===== src/rtl/hfifo_arb_pkg.sv =====
// Shared types and constants for the hfifo_arb controller:
// write/read FSM state encodings, default data width and the
// statistics counter width with its saturation value.
package hfifo_arb_pkg;

  typedef enum logic {
    W_IDLE   = 1'b0,
    W_SETTLE = 1'b1
  } wstate_t;

  typedef enum logic [1:0] {
    R_IDLE = 2'd0,
    R_POP  = 2'd1,
    R_CAP  = 2'd2
  } rstate_t;

  localparam int unsigned DW_DEFAULT = 4;

  localparam int unsigned     CNT_W   = 8;
  localparam logic [CNT_W-1:0] CNT_MAX = '1;

endpackage


===== src/rtl/hfifo_rr_pick.sv =====
// Combinational round-robin picker. The search starts one past the
// pointer and wraps modulo NREQ; the first requesting port found wins.
// Outputs the winner both one-hot and as an index.
module hfifo_rr_pick #(
  parameter int unsigned NREQ = 4,
  parameter int unsigned IW   = (NREQ > 1) ? $clog2(NREQ) : 1
) (
  input  logic [NREQ-1:0] req,
  input  logic [IW-1:0]   ptr,
  output logic [NREQ-1:0] win_oh,
  output logic [IW-1:0]   win_idx
);

  // Scan candidates ptr+1 .. ptr+NREQ, keep the first requester.
  always_comb begin : pick
    int unsigned c;
    logic        found;
    win_oh  = '0;
    win_idx = '0;
    found   = 1'b0;
    c       = 0;
    for (int unsigned k = 1; k <= NREQ; k++) begin
      c = (32'(ptr) + k) % NREQ;
      if (!found && req[c]) begin
        found     = 1'b1;
        win_oh[c] = 1'b1;
        win_idx   = c[IW-1:0];
      end
    end
  end

endmodule


===== src/rtl/hfifo_arb.sv =====
// hfifo_arb: round-robin arbitration of NREQ producers onto the single
// hfifo write port, plus a drain sequencer that pops hfifo into a
// valid/ready output register. All outputs are registered.
// Optional build macro: HFIFO_ARB_STATS_EN enables saturating
// push/pop counters; otherwise push_cnt/pop_cnt are tied to zero.
module hfifo_arb
  import hfifo_arb_pkg::*;
#(
  parameter int unsigned NREQ = 4,
  parameter int unsigned DW   = DW_DEFAULT
) (
  input  logic               SYSTEM_CLOCK,
  input  logic               reset,
  input  logic [NREQ-1:0]    req,
  input  logic [NREQ*DW-1:0] req_data,
  output logic [NREQ-1:0]    gnt,
  output logic               fifo_push,
  output logic [DW-1:0]      fifo_din,
  input  logic               fifo_not_full,
  output logic               fifo_pop,
  input  logic               fifo_rdy,
  input  logic [DW-1:0]      fifo_dout,
  output logic               out_valid,
  output logic [DW-1:0]      out_data,
  input  logic               out_ready,
  output logic [7:0]         push_cnt,
  output logic [7:0]         pop_cnt
);

  localparam int unsigned IW = (NREQ > 1) ? $clog2(NREQ) : 1;

  wstate_t         wstate;
  rstate_t         rstate;
  logic [IW-1:0]   ptr;
  logic [NREQ-1:0] win_oh;
  logic [IW-1:0]   win_idx;

  hfifo_rr_pick #(
    .NREQ (NREQ),
    .IW   (IW)
  ) u_pick (
    .req     (req),
    .ptr     (ptr),
    .win_oh  (win_oh),
    .win_idx (win_idx)
  );

  // Write FSM: grant one producer, then settle a cycle so hfifo status
  // and the granted producer's req can update before the next pick.
  always_ff @(posedge SYSTEM_CLOCK or posedge reset) begin
    if (reset) begin
      wstate    <= W_IDLE;
      gnt       <= '0;
      fifo_push <= 1'b0;
      fifo_din  <= '0;
      ptr       <= IW'(NREQ - 1);
    end else begin
      case (wstate)
        W_IDLE: begin
          if ((|req) && fifo_not_full) begin
            gnt       <= win_oh;
            fifo_push <= 1'b1;
            fifo_din  <= req_data[32'(win_idx)*DW +: DW];
            ptr       <= win_idx;
            wstate    <= W_SETTLE;
          end
        end
        default: begin
          gnt       <= '0;
          fifo_push <= 1'b0;
          wstate    <= W_IDLE;
        end
      endcase
    end
  end

  // Read FSM: one pop in flight at a time; the popped word is captured
  // two cycles after the pop pulse. A consumer transfer clears out_valid
  // unless R_CAP reloads on the same edge (later assignment wins).
  always_ff @(posedge SYSTEM_CLOCK or posedge reset) begin
    if (reset) begin
      rstate    <= R_IDLE;
      fifo_pop  <= 1'b0;
      out_valid <= 1'b0;
      out_data  <= '0;
    end else begin
      if (out_valid && out_ready)
        out_valid <= 1'b0;
      case (rstate)
        R_IDLE: begin
          if (fifo_rdy && (!out_valid || out_ready)) begin
            fifo_pop <= 1'b1;
            rstate   <= R_POP;
          end
        end
        R_POP: begin
          fifo_pop <= 1'b0;
          rstate   <= R_CAP;
        end
        R_CAP: begin
          out_data  <= fifo_dout;
          out_valid <= 1'b1;
          rstate    <= R_IDLE;
        end
        default: begin
          fifo_pop <= 1'b0;
          rstate   <= R_IDLE;
        end
      endcase
    end
  end

`ifdef HFIFO_ARB_STATS_EN
  // Saturating push/pop pulse counters, cleared only by reset.
  always_ff @(posedge SYSTEM_CLOCK or posedge reset) begin
    if (reset) begin
      push_cnt <= '0;
      pop_cnt  <= '0;
    end else begin
      if (fifo_push && (push_cnt != CNT_MAX))
        push_cnt <= push_cnt + 8'd1;
      if (fifo_pop && (pop_cnt != CNT_MAX))
        pop_cnt <= pop_cnt + 8'd1;
    end
  end
`else
  assign push_cnt = '0;
  assign pop_cnt  = '0;
`endif

endmodule


===== config.mk =====
export PLATFORM = sky130hd
export DESIGN_NAME = hfifo_arb
export DESIGN_NICKNAME = d
export VERILOG_FILES = /design/src/rtl/hfifo_arb_pkg.sv /design/src/rtl/hfifo_rr_pick.sv /design/src/rtl/hfifo_arb.sv
export SDC_FILE = /design/constraint.sdc
export NUM_CORES = 1
export LEC_CHECK = 0
export CAP_MARGIN = 0
export CELL_PAD_IN_SITES_DETAIL_PLACEMENT = 1
export CELL_PAD_IN_SITES_GLOBAL_PLACEMENT = 2
export CORE_ASPECT_RATIO = 0.75
export CORE_UTILIZATION = 26
export DETAILED_ROUTE_END_ITERATION = 8
export PLACE_DENSITY = 0.85
export SETUP_SLACK_MARGIN = 0.2
export SYNTH_ARGS = -nofsm -noshare
export SYNTH_HDL_FRONTEND = slang
export SYNTH_SLANG_ARGS = --single-unit

===== constraint.sdc =====
create_clock -name SYSTEM_CLOCK -period 2.95 [get_ports SYSTEM_CLOCK]
set_input_delay 0.59 -clock SYSTEM_CLOCK [delete_from_list [all_inputs] [get_ports SYSTEM_CLOCK]]
set_output_delay 0.59 -clock SYSTEM_CLOCK [all_outputs]
set_load 0.02 [all_outputs]

**After elaboration in Yosys (flattened, before gate mapping)**

Cells that the tools add are included.

- Bits in registers: 20
- Input bits: 29

- Add/subtract/negate cells: 4
- Shift-type cells: 1
- Reductions and logical operators: 21
- Bitwise logic cells: 5
- Eq/ne operators: 3
- Mux-type cells: 39
- Order comparisons: 8

Operators with widths:

| kind | count |
|---|---|
| $mux W4 | 6 |
| $mux W1 | 18 |
| $shiftx A16 B5 Y4 | 1 |
| $lt A2 B3 Y1 const B | 4 |
| $or A4 B4 Y4 | 3 |
| $logic_and A1 B1 Y1 | 10 |
| $mux W2 | 5 |
| $bmux W1 S2 | 4 |
| $demux W1 S2 | 4 |
| $ge A2 B1 Y1 const B | 4 |
| $add A2 B1 Y2 const B | 2 |
| $add A2 B2 Y2 const B | 2 |
| $logic_not A1 Y1 | 4 |
| $pmux W2 S2 | 1 |
| $reduce_and A2 Y1 | 2 |
| $reduce_bool A2 Y1 | 2 |
| $reduce_or A4 Y1 | 1 |
| $eq A2 B1 Y1 const B | 1 |
| $eq A2 B2 Y1 const B | 1 |
| $logic_not A2 Y1 | 1 |
| $ne A2 B2 Y1 const B | 1 |
| $not A1 Y1 | 2 |
| $pmux W1 S2 | 1 |
| $logic_or A1 B1 Y1 | 1 |

**Longest topological paths before layout**

- Word-level depth: 15
- Depth in mapped cells: 9
- Depth with buffers taken out: 7

**Modules after synthesis**

Synthesis repeated with hierarchy kept, for this count alone.

- Cells, all modules: 141
- Area total of the unflattened synthesis: 1551.5 um^2

By module, submodules not included:

| module | cells an instance | times used | seq. area each (um^2) | area each (um^2) |
|---|---|---|---|---|
| hfifo_arb | 73 | 1 | 503.0 | 1006.0 |
| hfifo_rr_pick | 68 | 1 | 0.0 | 545.5 |

**Least setup slack after synthesis**

Ideal clock, no wire load.

- Kind: reg-to-reg
- Start: register ptr[0]
- End: register gnt[0]
- Setup slack: 0.490 ns
- Clock period less this slack: 2.460 ns
- Stages on the path, launching flop included: 9
- Data arrival time: 2.326 ns
- Library setup time: 0.134 ns
- Cell sequence: dfstp_2 buf_2 inv_1 ha_1 mux4_2 nor2b_2 a22o_1 mux2i_1 a311oi_1

- Word-level cells in the longest chain between the ends: 15

Ends and longest elaborated chain:

| element | RTL line | text |
|---|---|---|
| start: declaration | hfifo_arb.sv:34 | `logic [IW-1:0] ptr;` |
| start signal: assignment | hfifo_arb.sv:56 | `ptr <= IW'(NREQ - 1);` |
| start signal: assignment | hfifo_arb.sv:64 | `ptr <= win_idx;` |
| branches (longest 12 deep; another with $lt A2 B3 Y1) | -- |  |
| $mux W4 (*) | hfifo_rr_pick.sv:24 | `if (!found && req[c]) begin` |
| $mux W4 (*) | hfifo_arb.sv:60 | `if ((\|req) && fifo_not_full) begin` |
| $mux W4 (*) | hfifo_arb.sv:58 | `case (wstate)` |
| end signal: assignment | hfifo_arb.sv:61 | `gnt <= win_oh;` |
| end: declaration | hfifo_arb.sv:16 | `output logic [NREQ-1:0] gnt,` |

Mark *: on every way between the ends. The select of a mux whose other input is x is not followed.
A chain may end at the register's enable or synchronous reset.

**Worst setup path after layout**

Ends and elaborated chain as after synthesis.

==> key figures <==
Outcome
  – Status: completed

Final layout
  – Most frequent cells in the layout: clkdlybuf4s50_1 (43), nor2_1 (20), dfrtp_1 (18), conb_1 (16), mux2i_1 (13)
  – Number of diodes: 0
  – End-of-flow core utilization: 35.8%
  – Layout cells sized above 1: 13.3%
  – Final #Nets: 263
  – Area grow syn2layout: 33.1%
  – Most common cell after layout, fill and taps aside: clkdlybuf4s50_1

Routing
  – Routed WL: 4640 um
  – Via count: 1511
  – Wire per inst: 15.2 um
  – DR vias/cell: 4.94
  – ANT nets after route: 0
  – Drt first pass iters: 4
  – DRC viols: 0
  – Drt initial violations: 71

Floorplan
  – Core area: 6320 sq um
  – DIE HEIGHT: 72.1 um
  – I/O pin total: 60
  – Num rows: 25
  – DIE AREA: 6880 sq um
  – Die Width: 95.4 um
  – Initial core utilization: 26.9%

Timing
  – Count of final max-slew check failures: 0
  – Final setup margin: 0.376 ns
  – Clk_skew: 0.00356 ns
  – Rel. slew slack: 51.0%
  – Final min period: 2.57 ns
  – Hold slack: 0.458 ns
  – Setup tns final: 0 ns
  – Least-Margin Pin Slew: 0.734 ns
  – Unrepaired setup endpoints after global routing: false
  – Fmax: 0.388 GHz
  – Period utilization: 87.3%
  – Setup violations, final: 0
  – Final Hold Vio Count: 0

Critical path
  – Arr. time, crit path: 2.69 ns
  – Worst Setup End Kind: flip-flop
  – Critical path class: flip-flop to flip-flop
  – Crit path cell chain: inv_1 -> ha_1 -> mux4_2 -> nor2b_2 -> a22o_1 -> mux2i_1 -> a311oi_1
  – Required time of the critical path: 3.07 ns
  – Worst Path Max Fanout: 12
  – Top delay family on crit path: flip-flops
  – Crit path buf inv count: 1
  – Crit-path max cell delay: 0.70 ns
  – CP max-delay cell: dfstp_4
  – Startpoint Class: flip-flop

Logic synthesis
  – EDFF count, synth: 0
  – Synth Instances: 180
  – Synth area leaders: dfrtp_1 (26%), mux2i_1 (8.2%), buf_4 (7.1%), ha_1 (5.9%), nor2_1 (4.4%)
  – Post-Syn Area: 1700 sq um
  – Post-synth top area share: 26.5%
  – Register area share after synthesis: 29.6%
  – Post-synth top flop: dfrtp_1
  – YS warnings: 0
  – Yosys cell types: 46
  – Yosys top cell by area: dfrtp_1
  – Synthesized area per cell: 9.45 sq um
  – Yosys reg bits: 20
  – Ys async rst share: 100%

Clock tree
  – Worst-path clk slew: 0.07 ns
  – Num CTS Buffers: 3
  – H-tree lvl count: 1
  – Worst skew pair latency: 0.25 ns
  – TritonCTS clock tree: done
  – Setup Fix Bufs, Post-CTS: 0
  – CTS max path bufs: 2
  – Cts hold-fix bufs: 0
  – Clock root cell: clkbuf_8
  – Post-cts sizing count: 0
  – Clock sink total: 20

Global route
  – First-pass GRT wire length: 7650 um
  – Initial antenna violation count: 0
  – Vias in the first global route: 1450
  – Total global-route track usage: 14.1%
  – Gr ovfl total: 0
  – Pin count of the biggest net entering global routing: 21

Power and ir drop
  – Maximum vdd drop: 0.235 mV
  – Pleak: 0.962 nW
  – Total power draw: 2.00 mW
  – PD cells: 883 nW/um^2

Place
  – Final HPWL DP: 3720 um
  – Gp weighted congestion: 0.843
  – Dpl ws: 0.0754 ns
  – # port buffers: 43

Flow run
  – Max-Cap Viols: 0

Min path
  – Worst Hold Class: flip-flop to flip-flop
-- cell families after synthesis --
kind of cell	count (synthesis)	share of synthesized area, %
simple gates	49	14.1
fa+ha+maj	8	5.88
mux	22	15.5
flops	20	29.6
compound gates	47	23.1
buf+inv	33	11.6
other cells	1	0.220
-- final timing paths --
kind	from	to	slack [ns]	cells after the start
max in group asynchronous	reset	rstate[1]	1.72	2
min reg2reg	rstate[1]	rstate[1]	0.46	1
max	ptr[0]	gnt[0]	0.38	7
min	rstate[1]	rstate[1]	0.46	1
max reg2reg	ptr[0]	gnt[0]	0.38	7
min in group asynchronous	reset	rstate[0]	0.77	2
-- registers in the layout (all words and copies together) (netlist names) --
name       flops
rstate         2
gnt            4
fifo_push      1
fifo_din       4
fifo_pop       1
out_data       4
wstate         1
out_valid      1
ptr            2
-- stage by stage --
stage / instance area (sq um) / instances
after global routing: 2260 / 306
final: 2260 / 306
after global placement: 2180 / 302
after floorplan: 1760 / 195
after CTS: 2240 / 306
after detailed placement: 2180 / 302
-- power breakdown --
part	total, mW	internal, mW	switching (mW)
clock	0.203	0.118	0.0846
sequential	0.483	0.400	0.0830
combinational	1.31	0.610	0.704
-- routing by layer --
layer	routed length (um)	global-route usage [%]	vias to the layer above
met5	0	0	-
met2	1900	20.4	52
met3	304	1.78	4
met1	2400	22.5	729
li1	-	-	726
met4	35	1.99	0
-- cell usage after synthesis (2+ instances only) --
cell	n
nor2_1	20
dfrtp_1	18
buf_4	16
mux2i_1	14
a21boi_1	8
ha_1	8
inv_1	7
nand2_1	6
nand3_1	6
buf_2	5
o211ai_1	5
a221oi_1	4
a22o_1	4
a311oi_1	4
mux2_2	4
nand2b_1	4
o311ai_1	4
o31ai_1	4
or3_1	4
clkbuf_1	3
mux4_2	3
o21ai_1	3
dfstp_2	2
or2_2	2
-- area by class of cell --
| type | instances | area (sq um) |
|---|---|---|
| Clock buffer | 4 | 55.1 |
| Multi-Input combinational cell | 142 | 1080 |
| Timing Repair Buffer | 51 | 490 |
| Inverter | 8 | 30.0 |
| Tap cell | 81 | 101 |
| Sequential cell | 20 | 507 |
| Fill cell | 750 | 4050 |
No activity file was read; power rests on OpenSTA's default activity.
